==> src/rtl/fifo_rd_stream_if.sv <==
// FIFO read-side and downstream stream signals of fifo_rd_stream.
// master is the streaming engine, slave is the FIFO/sink side.
interface fifo_rd_stream_if #(
    parameter int WIDTH = 8,
    parameter int PTR   = 4
);
    logic             fifo_rden;
    logic [WIDTH-1:0] fifo_dataout;
    logic             fifo_rdempty;
    logic [PTR:0]     fifo_rdusedw;
    logic             m_ready;
    logic             m_valid;
    logic [WIDTH-1:0] m_data;

    modport master (
        output fifo_rden, m_valid, m_data,
        input  fifo_dataout, fifo_rdempty, fifo_rdusedw, m_ready
    );

    modport slave (
        input  fifo_rden, m_valid, m_data,
        output fifo_dataout, fifo_rdempty, fifo_rdusedw, m_ready
    );
endinterface

==> src/rtl/fifo_rd_stream.sv <==
// Pulls words from a show-ahead-less FIFO into a 3-deep skid buffer
// and streams them out with valid/ready; bursts start at a fill level.
module fifo_rd_stream #(
    parameter int WIDTH     = 8,
    parameter int PTR       = 4,
    parameter int START_LVL = 4
) (
    input  logic              rdclk,
    input  logic              reset,
    fifo_rd_stream_if.master  bus,
    input  logic              flush_req,
    output logic              flush_done,
    output logic              busy,
    output logic [15:0]       word_cnt
);
    typedef enum logic [1:0] {IDLE, RUN, DRAIN} state_t;

    state_t           state, state_n;
    logic [WIDTH-1:0] buf_q [3];
    logic [WIDTH-1:0] buf_n [3];
    logic [1:0]       occ, occ_n, idx;
    logic [2:0]       lvl, occ_w;
    logic             inflight, pop, rden, fifo_idle;

    // lvl counts words held plus the one already requested
    assign lvl   = {1'b0, occ} + {2'b0, inflight};
    assign occ_w = lvl - {2'b0, pop};
    assign occ_n = occ_w[1:0];
    assign idx   = occ - {1'b0, pop};
    assign pop   = (occ != 2'd0) & bus.m_ready;
    assign rden  = ((state == RUN) | (state == DRAIN)) &
                   !bus.fifo_rdempty & (lvl < 3'd3) & !reset;
    assign fifo_idle = bus.fifo_rdempty & !inflight;

    assign bus.fifo_rden = rden;
    assign bus.m_valid   = (occ != 2'd0);
    assign bus.m_data    = buf_q[0];
    assign busy          = (state != IDLE);

    always_comb begin
        buf_n = buf_q;
        if (pop) begin
            buf_n[0] = buf_q[1];
            buf_n[1] = buf_q[2];
        end
        if (inflight) begin
            if (idx == 2'd0)      buf_n[0] = bus.fifo_dataout;
            else if (idx == 2'd1) buf_n[1] = bus.fifo_dataout;
            else                  buf_n[2] = bus.fifo_dataout;
        end
    end

    always_comb begin
        state_n    = state;
        flush_done = 1'b0;
        unique case (state)
            IDLE: begin
                if (flush_req)
                    state_n = DRAIN;
                else if (32'(bus.fifo_rdusedw) >= START_LVL)
                    state_n = RUN;
            end
            RUN: begin
                if (flush_req)
                    state_n = DRAIN;
                else if (fifo_idle)
                    state_n = IDLE;
            end
            DRAIN: begin
                // a repeated flush_req here changes nothing
                if (fifo_idle && occ == 2'd0) begin
                    state_n    = IDLE;
                    flush_done = 1'b1;
                end
            end
            default: state_n = IDLE;
        endcase
    end

    always_ff @(posedge rdclk) begin
        if (reset) begin
            state    <= IDLE;
            occ      <= 2'd0;
            inflight <= 1'b0;
            word_cnt <= 16'd0;
            buf_q    <= '{default: '0};
        end else begin
            state    <= state_n;
            occ      <= occ_n;
            inflight <= rden;
            buf_q    <= buf_n;
            if (pop)
                word_cnt <= word_cnt + 16'd1;
        end
    end
endmodule
==> src/flat_wrapper.sv <==
// flat-port wrapper written by rule: the top's interface ports become plain ports
module fifo_rd_stream_flat 
#(
    parameter int WIDTH     = 8,
    parameter int PTR       = 4,
    parameter int START_LVL = 4
)
  (rdclk, reset, flush_req, flush_done, busy, word_cnt, bus_fifo_rden, bus_m_valid, bus_m_data, bus_fifo_dataout, bus_fifo_rdempty, bus_fifo_rdusedw, bus_m_ready);
  fifo_rd_stream_if #(.WIDTH(WIDTH), .PTR(PTR)) bus_i ();
  input  logic rdclk;
  input  logic reset;
  input  logic flush_req;
  output logic flush_done;
  output logic busy;
  output logic [15:0] word_cnt;
  output wire logic [$bits(bus_i.fifo_rden)-1:0] bus_fifo_rden;
  output wire logic [$bits(bus_i.m_valid)-1:0] bus_m_valid;
  output wire logic [$bits(bus_i.m_data)-1:0] bus_m_data;
  input wire logic [$bits(bus_i.fifo_dataout)-1:0] bus_fifo_dataout;
  input wire logic [$bits(bus_i.fifo_rdempty)-1:0] bus_fifo_rdempty;
  input wire logic [$bits(bus_i.fifo_rdusedw)-1:0] bus_fifo_rdusedw;
  input wire logic [$bits(bus_i.m_ready)-1:0] bus_m_ready;
  assign bus_fifo_rden = bus_i.fifo_rden;
  assign bus_m_valid = bus_i.m_valid;
  assign bus_m_data = bus_i.m_data;
  assign bus_i.fifo_dataout = bus_fifo_dataout;
  assign bus_i.fifo_rdempty = bus_fifo_rdempty;
  assign bus_i.fifo_rdusedw = bus_fifo_rdusedw;
  assign bus_i.m_ready = bus_m_ready;
  fifo_rd_stream #(.WIDTH(WIDTH), .PTR(PTR), .START_LVL(START_LVL)) u_core (.rdclk(rdclk), .reset(reset), .bus(bus_i), .flush_req(flush_req), .flush_done(flush_done), .busy(busy), .word_cnt(word_cnt));
endmodule
==> config.mk <==
export PLATFORM = sky130hd
export DESIGN_NAME = fifo_rd_stream_flat
export DESIGN_NICKNAME = d
export VERILOG_FILES = /design/src/rtl/fifo_rd_stream_if.sv /design/src/rtl/fifo_rd_stream.sv /design/src/flat_wrapper.sv
export SDC_FILE = /design/constraint.sdc
export NUM_CORES = 1
export LEC_CHECK = 0
export ABC_CLOCK_PERIOD_IN_PS = 2900
export BUFFER_PORTS_ARGS = -buffer_cell sky130_fd_sc_hd__buf_2
export CAP_MARGIN = 20
export CORE_MARGIN = 2
export CORE_UTILIZATION = 45
export DETAILED_ROUTE_END_ITERATION = 10
export MAX_ROUTING_LAYER = met4
export PLACE_DENSITY = 0.68
export SYNTH_ARGS = -nofsm -noshare
export SYNTH_HDL_FRONTEND = slang
export SYNTH_SLANG_ARGS = --single-unit
==> constraint.sdc <==
create_clock -name rdclk -period 2.9 [get_ports rdclk]
set_clock_uncertainty 0.1 [all_clocks]
set_input_delay 0.58 -clock rdclk [delete_from_list [all_inputs] [get_ports rdclk]]
set_output_delay 0.58 -clock rdclk [all_outputs]
set_load 0.02 [all_outputs]
## Word-level counts from Yosys, hierarchy flattened

Cells that the tools add are included.

| operators by class | value |
|---|---|
| add/sub/neg operators | 4 |
| multipliers | 0 |
| divide/modulo/power cells | 0 |
| order comparisons | 2 |
| equal/unequal tests | 6 |
| shift operators | 0 |
| multiplexer cells | 14 |
| bitwise logic cells | 8 |
| reduce and logical (&&, ||, !) cells | 11 |

Operators by type and width:

| cell | number |
|---|---|
| 16-bit 2-to-1 mux | 2 |
| 24-bit 2-to-1 mux | 1 |
| 8-bit 2-to-1 mux | 3 |
| 16-bit by 1-bit adder with 16-bit output, second input constant | 1 |
| 2-bit 2-to-1 mux | 5 |
| 2-bit logical NOT | 3 |
| 3-bit by 2-bit != test with 1-bit output, second input constant | 2 |
| 2-bit one-hot mux with 3 select lines | 1 |
| 3-bit AND reduction | 2 |
| 1-bit AND | 5 |
| 5-bit by 3-bit greater-or-equal comparator with 1-bit output, second input constant | 1 |
| 2-bit by 1-bit == test with 1-bit output, second input constant | 2 |
| 2-bit nonzero test | 2 |
| 2-bit by 1-bit subtractor with 2-bit output | 2 |
| 2-bit by 1-bit adder with 3-bit output | 1 |
| 1-bit logical NOT | 3 |
| 3-bit by 2-bit less-than comparator with 1-bit output, second input constant | 1 |
| 2-bit == test, second input constant | 1 |
| 1-bit 2-to-1 mux | 2 |
| 2-bit != test, second input constant | 1 |
| 1-bit inverter | 2 |
| 1-bit logical AND | 1 |
| 1-bit bitwise OR | 1 |

| storage, ports and cells | value |
|---|---|
| flip-flop bits (word level) | 45 |
| latch bits | 0 |
| memory bits (writable) | 0 |
| ROM bits | 0 |
| input bits | 18 |
| output and inout bits | 28 |
| logic and storage cells | 52 |
| memories | 0 |

## Logic depth before layout (Yosys ltp)

Gate-level depths: netlist of run 1.

| logic depth | value |
|---|---|
| depth in word-level cells | 7 |
| gate-level depth with buffers | 9 |
| mapped depth without buffers | 7 |

## Least setup slack after synthesis of run 1

No wires, ideal clock.

| timing path | value |
|---|---|
| path kind | reg2out |
| from | register u_core.inflight |
| to | output bus_fifo_rden |
| arrival time | 1677 ps |
| data required time | 2220 ps |
| slack | 543 ps |
| cell stages (with the launch flop) | 5 |
| buffers on the path | 0 |
| path through | dfxtp_1 -> ha_1 -> ha_1 -> or4b_2 -> a21oi_1 |

| on the way | value |
|---|---|
| cells in the longest elaborated chain, start to end | 4 |

RTL lines:

| what | line | text |
|---|---|---|
| from (decl) | fifo_rd_stream.sv:23 | `logic inflight, pop, rden, fifo_idle;` |
| from (signal assigned) | fifo_rd_stream.sv:90 | `inflight <= rden;` |
| 2-bit by 1-bit adder with 3-bit output | fifo_rd_stream.sv:26 | `assign lvl = {1'b0, occ} + {2'b0, inflight};` |
| 3-bit by 2-bit less-than comparator with 1-bit output | fifo_rd_stream.sv:32 | `!bus.fifo_rdempty & (lvl < 3'd3) & !reset;` |
| 1-bit AND (2 in series) | fifo_rd_stream.sv:32 |  |
| to (decl) | flat_wrapper.sv:16 | `output wire logic [$bits(bus_i.fifo_rden)-1:0] bus_fifo_rden;` |

Every way passes these cells.

## Worst setup path after layout of run 1

Same ends and word-level chain as after synthesis.

==> results of run 1 <==
layer usage:
metal  share of wire  track usage
met1            0.50       0.2279
met2            0.44       0.2513
met3           0.045      0.04282
met4           0.012      0.05556
met5               0            -
worst reg2reg max path, cell delays in order, from the launching register on:
cell	delay, ns
dfxtp_1	0.38
o21ai_1	0.36
inv_1	0.11
ha_1	0.22
xnor2_1	0.21
nand3_1	0.48
a311oi_1	0.39
sequential cells by signal, indices dropped and copies added (netlist names):
name,cells
u_core.buf_q,16
u_core.bus.m_data,8
u_core.inflight,1
u_core.occ,2
u_core.state,2
u_core.word_cnt,16
cell type report:
cell class | count | area share
repair buffers | 46 | 0.09606
clock buffers | 5 | 0.02781
flip-flops and latches | 45 | 0.3640
well taps | 54 | 0.02730
multi-input cells | 176 | 0.4434
clock inverters | 3 | 0.02629
inverters | 10 | 0.01517
per-stage QoR:
stage          std cells  area, um^2  setup slack [ns]  total power [mW]
4_1_cts              339        2475            0.1951             1.685
3_5_place_dp         331        2341            0.3693             1.131
2_1_floorplan        251        2148            0.5433             1.039
6_report             339        2475            0.2205             1.665
3_3_place_gp         331        2341            0.4052             1.122
5_1_grt              339        2475            0.1136             1.762
cell usage after synthesis, drive strengths merged:
master    n  share of area
xor2      4          0.016
clkbuf    5         0.0087
and2      1         0.0029
o2111a    1         0.0052
nor2b     1         0.0029
or4b      1         0.0047
o2111ai   1         0.0041
buf      15          0.044
o21ai     3         0.0070
a21oi     6          0.014
dfxtp    45           0.42
a311oi   16          0.065
inv      10          0.017
nand4     2          0.013
a31oi     1         0.0029
mux2      3          0.017
a31o      2         0.0082
nor3      3         0.0070
nand2b    5          0.015
nor4      4          0.019
nand2    38          0.066
o22a      1         0.0041
mux2i     9          0.042
nand3     6          0.014
or3       3         0.0087
ha        8          0.047
or2       2         0.0070
or4       1         0.0035
nand3b    1         0.0035
nor2     45          0.079
xnor2     8          0.033
report_power, final:
part / switching [mW] / total, mW / internal, mW / leakage [nW]
Sequential: 0.0446 / 0.713 / 0.669 / 0.364
Combinational: 0.251 / 0.401 / 0.151 / 0.674
Clock: 0.208 / 0.550 / 0.342 / 0.0681
Total: 0.503 / 1.67 / 1.16 / 1.11
layout by cell type (no fill, tap or decap), types with 2 or more instances in the layout:
cell	netlist	final
a21oi_1	6	6
nor3_1	3	3
nand3_1	6	6
buf_4	8	3
nor4_1	3	3
a311oi_1	16	16
inv_1	10	10
ha_1	8	8
clkbuf_8	0	5
nand2b_1	5	5
nor2_1	45	45
a31o_2	2	2
nand2_1	38	38
bufinv_16	0	2
dfxtp_1	45	45
or3_1	3	3
buf_2	6	43
xor2_1	4	4
xnor2_1	8	8
mux2i_1	9	9
o21ai_0	2	2
cells by family (layout without fill, tap and decap cells):
family / after synthesis / in the layout / synth area share
mux: 12 / 12 / 0.05940
buf+inv: 30 / 64 / 0.06989
flops: 45 / 45 / 0.4193
compound gates: 31 / 31 / 0.1107
simple gates: 113 / 113 / 0.2452
xor+xnor: 12 / 12 / 0.04892
fa+ha+maj: 8 / 8 / 0.04659
final timing paths:
check / to / cells past startpoint / startpoint
worst max-delay path: bus_fifo_rden / 5 / u_core.inflight
worst max register to register: u_core.bus.m_data[7] / 6 / u_core.occ[1]
worst min register to register: u_core.bus.m_data[4] / 2 / u_core.buf_q[12]
worst min-delay path: u_core.bus.m_data[4] / 2 / u_core.buf_q[12]
==> flow_summary.ini, run 1 <==
[timing]
rsz0062_at_grt = false
relSlewSlack = 0.5979
holdWs_ns = 0.3721
setup_tns_ns = 0
period_needed_ns = 2.679
hold_viol_final = 0
post-route-period-util = 0.9240
setup_viol = 0
slew_viol_final = 0
worstMarginPinSlew_ns = 0.6015
fmax_mhz = 373.2

[power]
worst_ir_drop_vdd_uv = 414.0
p_leak_nw = 1.106
powerDensity_nw_per_um2 = 672.8

[critical_path]
worstSetupPathType = reg2out
slowest_stage = or4b_2
cp-end-kind = output pin
reg2reg_setup_slack_ns = 0.58
crit_top_cell = ha_1
worstPathRequired_ns = 2.22
cp_cell_sequence = ha_1, ha_1, or4b_2, a21oi_1, buf_2
crit_arrival_ns = 2.00
worst_setup_path_start_kind = register
cp_top_family = simple AND/OR/NAND/NOR gates
worstPathMaxFanout = 5
crit_buf_inv = 1
cpPeakStageDelay_ns = 0.65

[floorplan]
die_h_um = 73.10
die-area_um2 = 5343
io_pins = 46
fp.coreArea_um2 = 4661
die_x_um = 73.10
initial_core_util = 0.4609
rows = 25

[grt]
grt-ovfl-total = 0
grt_pass1_wl_um = 6948
grt_util_all_layers = 0.1703
grt_antenna_before_repair = 0
grt_start_max_net_pins = 51
first_global_vias = 1530

[cells_and_area]
area_delta_synth_final_pct = 15.20
n_fill_cell = 448
diodes = 0
multi_input_area_um2 = 1097
final_util = 0.5310
seqCellArea_um2 = 900.9
final_nets = 310
drive_gt1_frac = 0.2211

[clock_tree]
cts-root-buf = clkbuf_8
cts-resized-gates = 0
clk_pin_slew_ns = 0.09
cts_buffers = 5
cts_tree = yes
cts_hold_buf = 0
clk_latency_ns = 0.30
cts.sinks = 45
cts_setup_buffers = 0
clockBufferDepth = 2
cts-htree-levels = 2

[synth]
syn_nets = 277
syn-instance-count = 251
yosysSeqAreaShare = 0.4193
synth_area_per_cell_um2 = 8.559
yosysWarnings = 0
ys_ff_latch = 45
syn-cell-area_um2 = 2148
ys_types = 39

[min_path]
min_path_type = reg2reg

[drt]
firstDrtPassIters = 5
vias = 1765
wire_per_inst_um = 12.24
drtIter0Drc = 101
antenna_left = 0
drc = 0
viasPerCell = 5.206
routed_wl_um = 4149

[place]
place.gp.congestion = 0.7654
portBuffers = 43
place.detailed.hpwl_um = 2860

[flow_run]
drv_cap = 0

[run_status]
status = finished, final reports clean
Power figures use the tool's default switching activity.
==> run 2: changes to the inputs <==
ABC_CLOCK_PERIOD_IN_PS = 3100   (was 2900)
clock period = 3.1 ns   (was 2.9 ns; I/O delays follow)
==> flow_summary.ini, run 2 (same netlist as run 1, synthesis figures left out) <==
[grt]
first_global_vias = 1494
grt_pass1_wl_um = 6713
grt_util_all_layers = 0.1644
grt_antenna_before_repair = 0
grt_start_max_net_pins = 51
grt-ovfl-total = 0

[timing]
period_needed_ns = 2.750
setup_tns_ns = 0
worstMarginPinSlew_ns = 0.6216
relSlewSlack = 0.5844
fmax_mhz = 363.6
setup_viol = 0
hold_viol_final = 0
rsz0062_at_grt = false
post-route-period-util = 0.8872
slew_viol_final = 0

[critical_path]
worstSetupPathType = reg2out
worstPathMaxFanout = 6
crit_arrival_ns = 2.03
worst_setup_path_start_kind = register
cp-end-kind = output pin
worstPathRequired_ns = 2.38

[drt]
drtIter0Drc = 105
firstDrtPassIters = 4
vias = 1733
antenna_left = 0
wire_per_inst_um = 12.05
viasPerCell = 5.112
routed_wl_um = 4086
drc = 0

[place]
portBuffers = 43
place.gp.congestion = 0.7831
place.detailed.hpwl_um = 2811

[floorplan]
die_h_um = 73.10
initial_core_util = 0.4609
die_x_um = 73.10
io_pins = 46
rows = 25
fp.coreArea_um2 = 4661
die-area_um2 = 5343

[clock_tree]
cts_setup_buffers = 0
clockBufferDepth = 2
clk_latency_ns = 0.30
cts.sinks = 45
cts-htree-levels = 2
cts_hold_buf = 0
cts_buffers = 5
cts-root-buf = clkbuf_8
cts-resized-gates = 0
cts_tree = yes
clk_pin_slew_ns = 0.09

[run_status]
status = finished, final reports clean

[cells_and_area]
area_delta_synth_final_pct = 12.99
drive_gt1_frac = 0.2211
n_fill_cell = 466
diodes = 0
final_nets = 310
layout_common_cells = 45 x nor2_1, 45 x dfxtp_1, 43 x buf_2

[power]
worst_ir_drop_vdd_uv = 270.0
p_leak_nw = 1.082
finalPower_mw = 1.393
powerDensity_nw_per_um2 = 574.0

[flow_run]
drv_cap = 0

[min_path]
min_path_type = reg2reg
[run 2: layer usage]
metal	routed length, um	share of wire	global-route usage
met1	2125	0.52	0.2219
met2	1757	0.43	0.2392
met3	131	0.032	0.03729
met4	71	0.017	0.06173
met5	0	0	-
[run 2: worst max-delay path: stages, from the launching register on]
cell and delay (ns):
dfxtp_1 0.37, ha_1 0.20, ha_1 0.17, or4b_2 0.65, a21oi_1 0.16, buf_2 0.19
[run 2: layout make-up]
class | instances | area (um^2) | share of cell area
Clock inverter | 3 | 17.52 | 0.007216
Clock buffer | 5 | 68.82 | 0.02835
Tap cell | 54 | 67.56 | 0.02784
Sequential cell | 45 | 900.9 | 0.3711
Multi-Input combinational cell | 176 | 1097 | 0.4521
Timing Repair Buffer | 46 | 237.7 | 0.09794
Inverter | 10 | 37.54 | 0.01546
[run 2: final timing paths]
kind | from | slack, ns | end | depth (start not counted)
worst max-delay path | u_core.occ[0] | 0.35 | bus_fifo_rden | 5
worst min-delay path | u_core.buf_q[4] | 0.38 | u_core.buf_q[12] | 2
worst max register to register | u_core.occ[1] | 0.76 | u_core.bus.m_data[7] | 6
worst min register to register | u_core.buf_q[4] | 0.38 | u_core.buf_q[12] | 2
[run 2: through the flow]
step                utilization  setup WS, ns  cell area (um^2)  cells  hold WS [ns]
floorplan                     -        0.7033              2148    251        0.3545
global placement         0.5023        0.5627              2341    331        0.3603
detailed placement       0.5023        0.5431              2341    331        0.3677
CTS                      0.5208        0.3370              2427    339        0.3797
global route             0.5208        0.2265              2427    339        0.3948
finish                   0.5208        0.3497              2427    339        0.3752
[run 2: power by group]
| group | leakage [nW] | internal, mW | total, mW | switching (mW) |
|---|---|---|---|---|
| combinational | 0.674 | 0.141 | 0.370 | 0.229 |
| clock | 0.0439 | 0.156 | 0.356 | 0.201 |
| sequential | 0.364 | 0.626 | 0.667 | 0.0411 |
| total | 1.08 | 0.922 | 1.39 | 0.471 |
==> run 3: changes to the inputs <==
ABC_AREA = 1   (was default)
==> flow_summary.ini, run 3 <==
[run_status]
status = finished, final reports clean

[drt]
viasPerCell = 4.732
routed_wl_um = 4517
drc = 0
vias = 2082
antenna_left = 0
wire_per_inst_um = 10.27
firstDrtPassIters = 5
drtIter0Drc = 110

[place]
portBuffers = 43
dp_slack_ns = 0.8000
place_area_um2 = 2445
place.detailed.hpwl_um = 3223
place.gp.congestion = 0.8158
dp.cells = 432

[critical_path]
worstSetupPathType = reg2out
cpPeakStageDelay_ns = 0.36
worstPathRequired_ns = 2.38
slowest_stage = dfxtp_1
cp_top_family = adder cells
cp_cell_sequence = ha_1, ha_1, a2111oi_0, buf_2
crit_top_cell = ha_1
worst_setup_path_start_kind = register
worstPathMaxFanout = 4
cp-end-kind = output pin
crit_arrival_ns = 1.76
crit_buf_inv = 1
crit_cells = 4
reg2reg_depth = 8

[clock_tree]
clockBufferDepth = 2
cts_buffers = 5
cts-resized-gates = 0
cts-root-buf = clkbuf_8
clk_latency_ns = 0.28
clk_pin_slew_ns = 0.08
cts_tree = yes
cts_hold_buf = 0
cts-htree-levels = 2
cts_setup_buffers = 0
cts.sinks = 45

[cells_and_area]
fin_cells = 440
final_nets = 398
final_common_cell = nor2_1
drive_gt1_frac = 0.1582
n_fill_cell = 510
layout_common_cells = 84 x nor2_1, 80 x nand2_1, 45 x dfxtp_1
design_area_um2 = 2546
area_delta_synth_final_pct = 13.12
final_util = 0.5320
diodes = 0
seqCellArea_um2 = 900.9
multi_input_area_um2 = 1099

[grt]
grt_start_max_net_pins = 41
grt_antenna_before_repair = 0
grt-ovfl-total = 0
first_global_vias = 1772
grt_pass1_wl_um = 7479
grt_util_all_layers = 0.1734

[power]
pwr-share-comb = 0.316
powerDensity_nw_per_um2 = 624.2
swShare = 0.3529
worst_ir_drop_vdd_uv = 292.6
p_int_mw = 1.028
sequentialPowerShare = 0.439
clockPowerShare = 0.245
p_sw_mw = 0.5609
finalPower_mw = 1.589
p_leak_nw = 1.252

[timing]
setup_tns_ns = 0
post-route-period-util = 0.8004
hold_viol_final = 0
relSlewSlack = 0.5685
setup_ws_ns = 0.6187
period_needed_ns = 2.481
setup_viol = 0
slew_viol_final = 0
holdWs_ns = 0.3962
worstMarginPinSlew_ns = 0.6457
fmax_mhz = 403.0
rsz0062_at_grt = false

[floorplan]
io_pins = 46
die_x_um = 74.73
die_h_um = 74.73
fp.coreArea_um2 = 4786
rows = 25
die-area_um2 = 5584
initial_core_util = 0.4703

[flow_run]
drv_cap = 0

[min_path]
hold_path_depth = 2
min_path_type = reg2reg

[synth]
synth_area_leaders = dfxtp_1 40%, nor2_1 14%, nand2_1 13%
yosysMostFrequentCell = nor2_1
yosysSeqAreaShare = 0.4002
synth_area_per_cell_um2 = 6.659
syn_nets = 364
yosysWarnings = 0
ys_ff_latch = 45
syn-instance-count = 338
synth_common_cells = 84 x nor2_1, 80 x nand2_1, 45 x dfxtp_1, 33 x inv_1, 24 x o21ai_0
yosys.area.top_type = dfxtp_1
synth_top_area_frac = 0.4002
syn-cell-area_um2 = 2251
synth_edf_count = 0
async_flop_share = 0
ys_types = 23
synth_ff_type = dfxtp_1
## run 3: cell count changes after synthesis, moves of 14 or more
cell | before | now
a311oi_1 | 16 | 0
inv_1 | 10 | 33
nand3_1 | 6 | 20
nand2_1 | 38 | 80
nor2_1 | 45 | 84
o21ai_0 | 2 | 24
## run 3: area by class of cell
class,instances,area share
Clock inverter,1,0.001966
Inverter,33,0.04865
Clock buffer,7,0.03784
Timing Repair Buffer,46,0.09337
Tap cell,67,0.03292
Multi-Input combinational cell,241,0.4314
Sequential cell,45,0.3538
## run 3: metal layers
layer / share of wire / global-route usage / wire length [um] / up-vias
met5: 0 / - / 0 / -
met4: 0.0042 / 0.03968 / 19 / 0
met3: 0.049 / 0.03079 / 222 / 2
met2: 0.47 / 0.2871 / 2126 / 52
met1: 0.48 / 0.2219 / 2148 / 923
li1: - / - / - / 1105
## run 3: worst paths after layout
kind	endpoint	slack, ns	from
worst max-delay path	bus_fifo_rden	0.62	u_core.inflight
worst min-delay path	u_core.word_cnt[5]	0.40	u_core.word_cnt[5]
worst max register to register	u_core.buf_q[12]	1.00	u_core.occ[1]
worst min register to register	u_core.word_cnt[5]	0.40	u_core.word_cnt[5]
## run 3: cell families (layout without fill, tap and decap cells)
group,after synthesis,after routing,synth area share
AO/OA/AOI/OAI,35,35,0.08227
XOR/XNOR,3,3,0.01168
adder cells (fa/ha/maj),8,8,0.04447
buffers and inverters,52,87,0.1117
flip-flops,45,45,0.4002
AND/OR/NAND/NOR,195,195,0.3496
## run 3: power by group through the flow
stage	Clock, mW	Combinational [mW]	Sequential (mW)
floorplan	0	0.399	0.715
global placement	0	0.494	0.711
detailed placement	0	0.505	0.712
CTS	0.404	0.508	0.699
global route	0.423	0.573	0.710
finish	0.390	0.502	0.698
## run 3: worst register-to-register path, delay by kind of cell, from the launching register on
family | cells | cell delay [ns]
AO/OA/AOI/OAI | 1 | 0.12
XOR/XNOR | 1 | 0.30
adder cells (fa/ha/maj) | 1 | 0.20
buffers and inverters | 1 | 0.29
flip-flops | 1 | 0.36
AND/OR/NAND/NOR | 4 | 0.67
